$ cat src/rtl/sync_fifo_ext_if.sv
// Handshake/data bundle between a sync_fifo_ext and its producer/consumer.
// master = the side driving requests, slave = the FIFO itself.
interface sync_fifo_ext_if #(
    parameter int DWIDTH = 16,
    parameter int AWIDTH = 4
);
    logic              wr_en;
    logic [DWIDTH-1:0] din;
    logic              rd_en;
    logic [DWIDTH-1:0] dout;
    logic              full;
    logic              empty;
    logic              almost_full;
    logic              almost_empty;
    logic [AWIDTH:0]   count;
    logic              overflow;
    logic              underflow;

    modport master (
        output wr_en, din, rd_en,
        input  dout, full, empty, almost_full, almost_empty, count, overflow, underflow
    );

    modport slave (
        input  wr_en, din, rd_en,
        output dout, full, empty, almost_full, almost_empty, count, overflow, underflow
    );
endinterface

$ cat src/rtl/sync_fifo_ext.sv
// Parametrised synchronous FIFO with programmable almost-full/almost-empty
// thresholds, occupancy count, overflow/underflow pulses and optional
// first-word-fall-through read mode. All flags decode the registered count.
module sync_fifo_ext #(
    parameter int DWIDTH   = 16,
    parameter int AWIDTH   = 4,
    parameter int AF_LEVEL = (2**AWIDTH) - 2,
    parameter int AE_LEVEL = 2,
    parameter int FWFT     = 0
) (
    input logic           clk,
    input logic           reset,
    sync_fifo_ext_if.slave fif
);
    localparam int              DEPTH   = 2**AWIDTH;
    localparam logic [AWIDTH:0] DEPTH_C = (AWIDTH+1)'(DEPTH);
    localparam logic [AWIDTH:0] AF_C    = (AWIDTH+1)'(AF_LEVEL);
    localparam logic [AWIDTH:0] AE_C    = (AWIDTH+1)'(AE_LEVEL);
    localparam bit              FWFT_B  = (FWFT != 0);

    // Storage carries no reset; the pointers and count define what is valid.
    logic [DWIDTH-1:0] mem_q [DEPTH];

    logic [AWIDTH-1:0] wptr_q, wptr_d;
    logic [AWIDTH-1:0] rptr_q, rptr_d;
    logic [AWIDTH:0]   count_q, count_d;
    logic              ovf_q, ovf_d;
    logic              unf_q, unf_d;
    // Standard mode: registered read data. FWFT mode: last word shown,
    // presented while the FIFO is empty.
    logic [DWIDTH-1:0] dout_q, dout_d;

    logic full_c, empty_c, wr_acc, rd_acc;

    // Acceptance, pointer/count next state, error pulses and read data.
    always_comb begin
        full_c  = (count_q == DEPTH_C);
        empty_c = (count_q == '0);
        wr_acc  = fif.wr_en && !full_c;
        rd_acc  = fif.rd_en && !empty_c;

        wptr_d  = wptr_q;
        rptr_d  = rptr_q;
        count_d = count_q;
        dout_d  = dout_q;

        if (wr_acc) wptr_d = wptr_q + AWIDTH'(1);
        if (rd_acc) rptr_d = rptr_q + AWIDTH'(1);

        case ({wr_acc, rd_acc})
            2'b10:   count_d = count_q + 1'b1;
            2'b01:   count_d = count_q - 1'b1;
            default: count_d = count_q;
        endcase

        ovf_d = fif.wr_en && full_c;
        unf_d = fif.rd_en && empty_c;

        if (FWFT_B) begin
            // Remember what is on dout so it can be held once the FIFO drains.
            if (!empty_c) dout_d = mem_q[rptr_q];
        end else begin
            if (rd_acc) dout_d = mem_q[rptr_q];
        end
    end

    // Control state with asynchronous reset.
    always_ff @(posedge clk or posedge reset) begin
        if (reset) begin
            wptr_q  <= '0;
            rptr_q  <= '0;
            count_q <= '0;
            ovf_q   <= 1'b0;
            unf_q   <= 1'b0;
            dout_q  <= '0;
        end else begin
            wptr_q  <= wptr_d;
            rptr_q  <= rptr_d;
            count_q <= count_d;
            ovf_q   <= ovf_d;
            unf_q   <= unf_d;
            dout_q  <= dout_d;
        end
    end

    // Storage write port.
    always_ff @(posedge clk) begin
        if (wr_acc) mem_q[wptr_q] <= fif.din;
    end

    // Outputs: flags from registered count; FWFT shows head word directly.
    always_comb begin
        fif.count        = count_q;
        fif.full         = full_c;
        fif.empty        = empty_c;
        fif.almost_full  = (count_q >= AF_C);
        fif.almost_empty = (count_q <= AE_C);
        fif.overflow     = ovf_q;
        fif.underflow    = unf_q;
        fif.dout         = (FWFT_B && !empty_c) ? mem_q[rptr_q] : dout_q;
    end
endmodule

$ cat src/flat_wrapper.sv
// flat-port wrapper written by rule: the top's interface ports become plain ports
module sync_fifo_ext_flat 
#(
    parameter int DWIDTH   = 16,
    parameter int AWIDTH   = 4,
    parameter int AF_LEVEL = (2**AWIDTH) - 2,
    parameter int AE_LEVEL = 2,
    parameter int FWFT     = 0
)
  (clk, reset, fif_wr_en, fif_din, fif_rd_en, fif_dout, fif_full, fif_empty, fif_almost_full, fif_almost_empty, fif_count, fif_overflow, fif_underflow);
  sync_fifo_ext_if #(.DWIDTH(DWIDTH), .AWIDTH(AWIDTH)) fif_i ();
  input logic clk;
  input logic reset;
  input wire logic [$bits(fif_i.wr_en)-1:0] fif_wr_en;
  input wire logic [$bits(fif_i.din)-1:0] fif_din;
  input wire logic [$bits(fif_i.rd_en)-1:0] fif_rd_en;
  output wire logic [$bits(fif_i.dout)-1:0] fif_dout;
  output wire logic [$bits(fif_i.full)-1:0] fif_full;
  output wire logic [$bits(fif_i.empty)-1:0] fif_empty;
  output wire logic [$bits(fif_i.almost_full)-1:0] fif_almost_full;
  output wire logic [$bits(fif_i.almost_empty)-1:0] fif_almost_empty;
  output wire logic [$bits(fif_i.count)-1:0] fif_count;
  output wire logic [$bits(fif_i.overflow)-1:0] fif_overflow;
  output wire logic [$bits(fif_i.underflow)-1:0] fif_underflow;
  assign fif_i.wr_en = fif_wr_en;
  assign fif_i.din = fif_din;
  assign fif_i.rd_en = fif_rd_en;
  assign fif_dout = fif_i.dout;
  assign fif_full = fif_i.full;
  assign fif_empty = fif_i.empty;
  assign fif_almost_full = fif_i.almost_full;
  assign fif_almost_empty = fif_i.almost_empty;
  assign fif_count = fif_i.count;
  assign fif_overflow = fif_i.overflow;
  assign fif_underflow = fif_i.underflow;
  sync_fifo_ext #(.DWIDTH(DWIDTH), .AWIDTH(AWIDTH), .AF_LEVEL(AF_LEVEL), .AE_LEVEL(AE_LEVEL), .FWFT(FWFT)) u_core (.clk(clk), .reset(reset), .fif(fif_i));
endmodule
$ cat config.mk
export PLATFORM = sky130hd
export DESIGN_NAME = sync_fifo_ext_flat
export DESIGN_NICKNAME = d
export VERILOG_FILES = /design/src/rtl/sync_fifo_ext_if.sv /design/src/rtl/sync_fifo_ext.sv /design/src/flat_wrapper.sv
export SDC_FILE = /design/constraint.sdc
export NUM_CORES = 1
export LEC_CHECK = 0
export ABC_AREA = 1
export BUFFER_PORTS_ARGS = -buffer_cell sky130_fd_sc_hd__clkbuf_2
export CORE_MARGIN = 3
export CORE_UTILIZATION = 45
export CTS_CLUSTER_DIAMETER = 150
export DETAILED_ROUTE_END_ITERATION = 16
export RECOVER_POWER = 50
export SYNTH_ARGS = -nofsm -noshare
export SYNTH_HDL_FRONTEND = slang
export SYNTH_SLANG_ARGS = --single-unit
export TNS_END_PERCENT = 1
$ cat constraint.sdc
create_clock -name clk -period 3.25 [get_ports clk]
set_input_delay 0.4875 -clock clk [delete_from_list [all_inputs] [get_ports clk]]
set_output_delay 0.4875 -clock clk [all_outputs]
set_load 0.01 [all_outputs]
==> metrics.txt, run 1 <==
simple-gate share of the synthesized area 0.213; Ports 47; leading area contributor after synthesis edfxtp_1; multi-input logic area between 2000 and 3000 um2; post-synthesis compound-gate area fraction 0.00402; asr flop ratio synth 0.108; CTS max path bufs 3; pin count of the biggest net entering global routing 131; Post-Synth Adder-Cell Area 0.00904; syn_nets between 1000 and 1500; total core area ~27000 um2; drt first pass iters 5; Tmin final around 2500 ps; top_reg_cell synth edfxtp_1; syn_area_per_cell 10.2 um2; Max Cap Viol 0; post-synth top area share 0.617; startpoint types flop; CTS clock-pin slew for the worst setup and hold paths approximately 60 ps; Die Width 172 um; CTS sink cnt approximately 290; Final Skew around 13 ps; fin util 0.521; DR DRC count 0; post-synthesis mux area share 0; # fillers ~2400; hold_buf cts 0; Register Area roughly 8500 um2; Final GP Congestion ~0.81; Slew HR 0.359; vias in the first global route slightly below 8000; Resized cells post-CTS 0; Post-CTS Setup Bufs 0; CTS tree built; via count ~8400; Tcrit/Tclk final 0.760; Final setup viols 0; grt ovf 0; vias per cell 5.02; Routed WL per cell between 15 and 20 um; CTS H-tree depth 1; starting density of the core 0.460; Final Worst Setup Slack just under 800 ps; layout cells sized above 1 0.0863; Static Leak 0.00620 uW; pwr dens around 870 nW/um2; xor and xnor area share after synthesis 0.00773; Final ANT Viol Nets 0; Layout area overhead 13.3%; critical path arrival approximately 3000 ps; Final Hold Vio Count 0; Req. time, crit path ~3700 ps; post-synthesis sequential area ratio 0.679; RSZ-0062 raised after global routing no; synth cell count leaders 415 x nand2_1, 256 x edfxtp_1, 216 x inv_1, 199 x nand3_1, 39 x buf_2; Slew @ Worst Pin a little under 1000 ps; GR Util All Layers 0.204; hold_ws about 110 ps; root buf cell clkbuf_16; initial DRC count slightly above 800; fmax a little over 400 MHz; Buffers on Ports 46; status finished clean; chip height approximately 170 um; hpwl dp 17600 um; critical path type flop to flop; Yosys reg bits roughly 290; row count 60; most frequent cell after synthesis nand2_1; setup TNS 0 ps; Ys Warns 0; Synth Instances roughly 1200; final WL about 30000 um; CTS buffer count 30; post-place setup slack 805 ps; first-pass GRT wire length about 46000 um; number of flops mapped to enable cells by yosys around 260; die area between 20000 and 30000 um2; Hold/Removal Path Class input port to asynchronous set/reset pin; Synth Cell Area approximately 12000 um2; CP max FO 7; Slew Limit Fails 0; top post-synthesis cells by area edfxtp_1 62%, nand2_1 12%, nand3_1 8.0%; main combinational cell family by area after synthesis simple AND/OR/NAND/NOR gates; worst skew pair latency roughly 550 ps; Max VDD drop just over 0.7 mV; Worst setup EP type flop; Final nets between 1000 and 1500; initial antenna violation count 1; post-synth cell types 24
==> layer usage <==
layer,track usage,wire [um],vias to the layer above
li1,-,-,4023
met1,0.305,13600,4037
met4,0.0548,733,0
met3,0.0359,2290,53
met2,0.309,13300,279
met5,0,0,-
==> final timing paths <==
kind / slack [ps] / to / from / depth (start not counted)
worst max-delay path: 780 / u_core.fif.count[4] / u_core.fif.count[2] / 13
worst min-delay path: 110 / u_core.fif.dout[3] / reset / 2
worst max register to register: 780 / u_core.fif.count[4] / u_core.fif.count[2] / 13
worst min register to register: 480 / u_core.fif.dout[0] / u_core.fif.dout[0] / 2
max in group asynchronous: 1990 / u_core.wptr_q[3] / reset / 3
min in group clk: 160 / u_core.fif.overflow / fif_wr_en / 3
==> area by class of cell <==
cell class / count / share of cell area
Sequential cell: 287 / 0.600
Multi-Input combinational cell: 666 / 0.209
Clock buffer: 39 / 0.0585
Inverter: 219 / 0.0583
Tap cell: 372 / 0.0330
Timing Repair Buffer: 74 / 0.0312
Clock inverter: 13 / 0.00975
Antenna cell: 1 / 0.000177
==> per-stage QoR <==
stage,std cells,power (uW),instance area [um2]
floorplan,1227,7550,12500
global placement,1618,8960,13200
detailed placement,1618,9000,13200
CTS,1670,12400,14200
global route,1671,13100,14100
finish,1671,12300,14100
==> sequential cells by signal, summed over array words and instances (netlist names) <==
name / count
u_core.fif.count: 5
u_core.fif.dout: 16
u_core.fif.overflow: 1
u_core.fif.underflow: 1
u_core.mem_q: 256
u_core.rptr_q: 4
u_core.wptr_q: 4
==> kinds of logic after synthesis <==
family,Yosys count
adder cells (fa/ha/maj),9
buffers and inverters,274
AND/OR/NAND/NOR,637
flip-flops,287
XOR/XNOR,11
AO/OA/AOI/OAI,9
==> power breakdown <==
part           switching [uW]  total [uW]  leakage [uW]  internal [uW]
sequential                203        4720       0.00269           4520
clock                    1360        3360      0.000472           2010
combinational            2970        4190       0.00303           1210
total                    4530       12300       0.00620           7740
==> cells in the final DEF (no fill, tap or decap), types with 3 or more instances in the layout <==
cell / netlist / layout
buf_12: 0 / 3
buf_4: 3 / 23
bufinv_16: 0 / 3
clkbuf_1: 7 / 32
clkbuf_16: 0 / 31
clkbuf_2: 0 / 22
clkinv_1: 1 / 5
clkinv_2: 0 / 6
dfrtp_1: 31 / 29
edfxtp_1: 256 / 256
ha_1: 9 / 9
inv_1: 216 / 215
nand2_1: 415 / 415
nand3_1: 199 / 199
nor2_1: 17 / 4
nor2_2: 1 / 14
o21ai_0: 4 / 4
xor2_1: 9 / 9
==> worst max-delay path, cell delays in order, from the launching register on <==
cell and delay (ps):
dfrtp_1 440, nor2_1 200, nand4_1 160, nand2_1 290, ha_1 350, xor2_1 210
ha_1 180, inv_1 50, nand2_1 90, nand3_1 90, nand2_1 90, xor2_1 140
nand2_1 70, nand2_1 50
(Power assumes the default switching activity.)
==> run 2, diff against run 1 <==
==> constraint.sdc (replaced) <==
create_clock -name clk -period 2 [get_ports clk]
set_input_delay 0.3 -clock clk [delete_from_list [all_inputs] [get_ports clk]]
set_output_delay 0.3 -clock clk [all_outputs]
set_load 0.01 [all_outputs]
==> run 2 against run 1 <==
Design area is 4.5% higher; worst setup slack worse by 790 ps; critical path type unchanged; global-route usage is 0.18 points lower; sequential share of layout area is 2.6 points lower; final cell count is 3.1% higher; via count hardly changed; clock skew is 6.7 ps lower; non-clock buffer count is 50 higher; routed wire length is 1.0% lower; count of clock-buffer cells in the layout is 3 lower; first-iteration DRC count is 12% lower; the run now ends with negative setup slack left; critical path depth is 5 lower.
==> metrics.txt, run 2 (synthesis results as in run 1) <==
CTS clock-pin slew for the worst setup and hold paths 60 ps (about the same); CTS tree built (unchanged); post-place setup slack -81.1 ps (was 805 ps); Final Hold Vio Count 0 (unchanged); Hold/Removal Path Class input port to flop (was input port to asynchronous set/reset pin); crit path max-delay cell type dfrtp_1 (unchanged); Static Leak 0.00653 uW (was 0.00620 uW); hpwl dp 18500 um (was 17600 um); drt first pass iters 5 (unchanged); Layout area overhead 18.3% (was 13.3%); CTS max path bufs 3 (unchanged); CP max FO 6 (was 7); commonest non-fill, non-tap cells in the layout 413 x nand2_1, 256 x edfxtp_1, 213 x inv_1, 198 x nand3_1, 53 x buf_4 (was 415 x nand2_1, 256 x edfxtp_1, 215 x inv_1, 199 x nand3_1, 32 x clkbuf_1); Final Cell Area 14700 um2 (was 14100 um2); critical path arrival 2270 ps (was 2960 ps); Routed WL per cell 17.2 um (was 17.9 um); setup TNS -69.8 ps (was 0 ps); final WL 29700 um (was 30000 um); delay-heaviest family, CP buffers and inverters (was simple AND/OR/NAND/NOR gates); WP buf/inv 4 (was 1); root buf cell clkbuf_16 (unchanged); pin count of the biggest net entering global routing 55 (was 131); Die Width 172 um (unchanged); via count 8384 (was 8392); Final ANT Viol Nets 0 (unchanged); grt ovf 0 (unchanged); Seq pwr share 0.371 (was 0.385); Final GP Congestion 0.837 (was 0.810); pwr dens 1400 nW/um2 (was 869 nW/um2); Clock power frac 0.265 (was 0.274); initial antenna violation count 1 (unchanged); Max stage delay on crit path 380 ps (was 440 ps); worst skew pair latency 550 ps (about the same); chip height 172 um (unchanged); first-pass GRT wire length 45900 um (unchanged); total core area 27100 um2 (unchanged); Final nets 1357 (was 1307); most frequent CP cell buf_4 (was nand2_1); Final Skew 6.65 ps (was 13.3 ps); Req. time, crit path 2250 ps (was 3740 ps); Power, Total 20600 uW (was 12300 uW); P_sw 7410 uW (was 4530 uW); R2R Setup Slk -10 ps (was 780 ps); Slew @ Worst Pin 775 ps (was 962 ps); Buffers on Ports 46 (unchanged); Final setup viols 7 (was 0); layout cells sized above 1 0.132 (was 0.0863); hold_ws 250 ps (was 110 ps); Final Worst Setup Slack -13.8 ps (was 780 ps); Tcrit/Tclk final 1.01 (was 0.760); initial DRC count 716 (was 810); CTS sink cnt 287 (unchanged); Int Power 13200 uW (was 7740 uW); Max Cap Viol 0 (unchanged); Tmin final 2010 ps (was 2470 ps); GR Util All Layers 0.202 (was 0.204); commonest non-fill, non-tap cell in the layout nand2_1 (unchanged); vias per cell 4.87 (was 5.02); Max VDD drop 0.644 mV (was 0.707 mV); critical path type flop to flop (unchanged); Slew HR 0.484 (was 0.359); Top reg by flops u_core.mem_q (unchanged); DR DRC count 0 (unchanged); Slew Limit Fails 0 (unchanged); startpoint types flop (unchanged); worst path cell trace buf_4 -> nand4_1 -> nand2_1 -> buf_4 -> inv_1 -> nand2_1 -> nor2_2 -> buf_4 (was nor2_1 -> nand4_1 -> nand2_1 -> ha_1 -> xor2_1 -> ha_1 -> inv_1 -> nand2_1 -> nand3_1 -> nand2_1 -> xor2_1 -> nand2_1 -> nand2_1); status finished with violations (was finished clean); max reg flops 256 (unchanged); RSZ-0062 raised after global routing yes (was no); failing checks negative setup slack; Ports 47 (unchanged); vias in the first global route 7881 (was 7788); fmax 497 MHz (was 405 MHz); Worst setup EP type flop (unchanged); sw frac 0.359 (was 0.369); Placement Cell Area 13700 um2 (was 13200 um2); CTS buffer count 30 (unchanged); die area 29700 um2 (unchanged); starting density of the core 0.460 (unchanged); Comb power frac 0.364 (was 0.341); row count 60 (unchanged); CTS H-tree depth 1 (unchanged)
[run 2: cell type report]
| cell class | count | area (um2) |
|---|---|---|
| fillers | 2318 | 12400 |
| clock inverters | 17 | 174 |
| diodes | 1 | 2.50 |
| multi-input cells | 666 | 3010 |
| repair buffers | 124 | 1020 |
| clock buffers | 36 | 795 |
| inverters | 219 | 823 |
| flip-flops and latches | 287 | 8470 |
| well taps | 372 | 465 |
[run 2: worst paths after layout]
check | from | to | cells after the start
min | fif_din[8] | u_core.mem_q[4][8] | 1
max | u_core.fif.count[4] | u_core.mem_q[6][10] | 8
min in group asynchronous | reset | u_core.fif.dout[1] | 3
max reg2reg | u_core.fif.count[4] | u_core.mem_q[6][10] | 8
max in group asynchronous | reset | u_core.wptr_q[3] | 4
min reg2reg | u_core.fif.dout[6] | u_core.fif.dout[6] | 2
[run 2: layer usage]
metal,routed length [um],global-route usage,share of wire,vias up
li1,-,-,-,4128
met1,13500,0.293,0.45,3982
met2,13900,0.328,0.47,225
met3,1640,0.0217,0.055,49
met4,660,0.0514,0.022,0
met5,0,0,0,-
[run 2: power by group through the flow]
stage | clock network [uW] | registers [uW] | logic (uW)
final | 5480 | 7650 | 7510
after global routing | 5820 | 7720 | 8340
after CTS | 5580 | 7650 | 7520
after detailed placement | 0 | 7760 | 7450
after global placement | 0 | 7740 | 7390
after floorplan | 0 | 7830 | 4440
[run 2: what timing repair did]
action | CTS | global route
setup endpoints to repair | 3 | 137
pin swaps | 5 | 8
setup buffers | 1 | 0
resized for setup | 7 | 17
hold endpoints to repair | 14 | 0
hold buffers | 3 | 0
[run 2: worst register-to-register path: cells and delay by family, from the launching register on]
family	cells	cell delay, ps
buffers and inverters	4	680
AND/OR/NAND/NOR	4	660
flip-flops	1	380
[run 2: per-stage QoR]
stage,std cells,utilization
global placement,1664,0.505
global route,1722,0.544
CTS,1721,0.543
finish,1722,0.544
floorplan,1227,-
detailed placement,1664,0.505
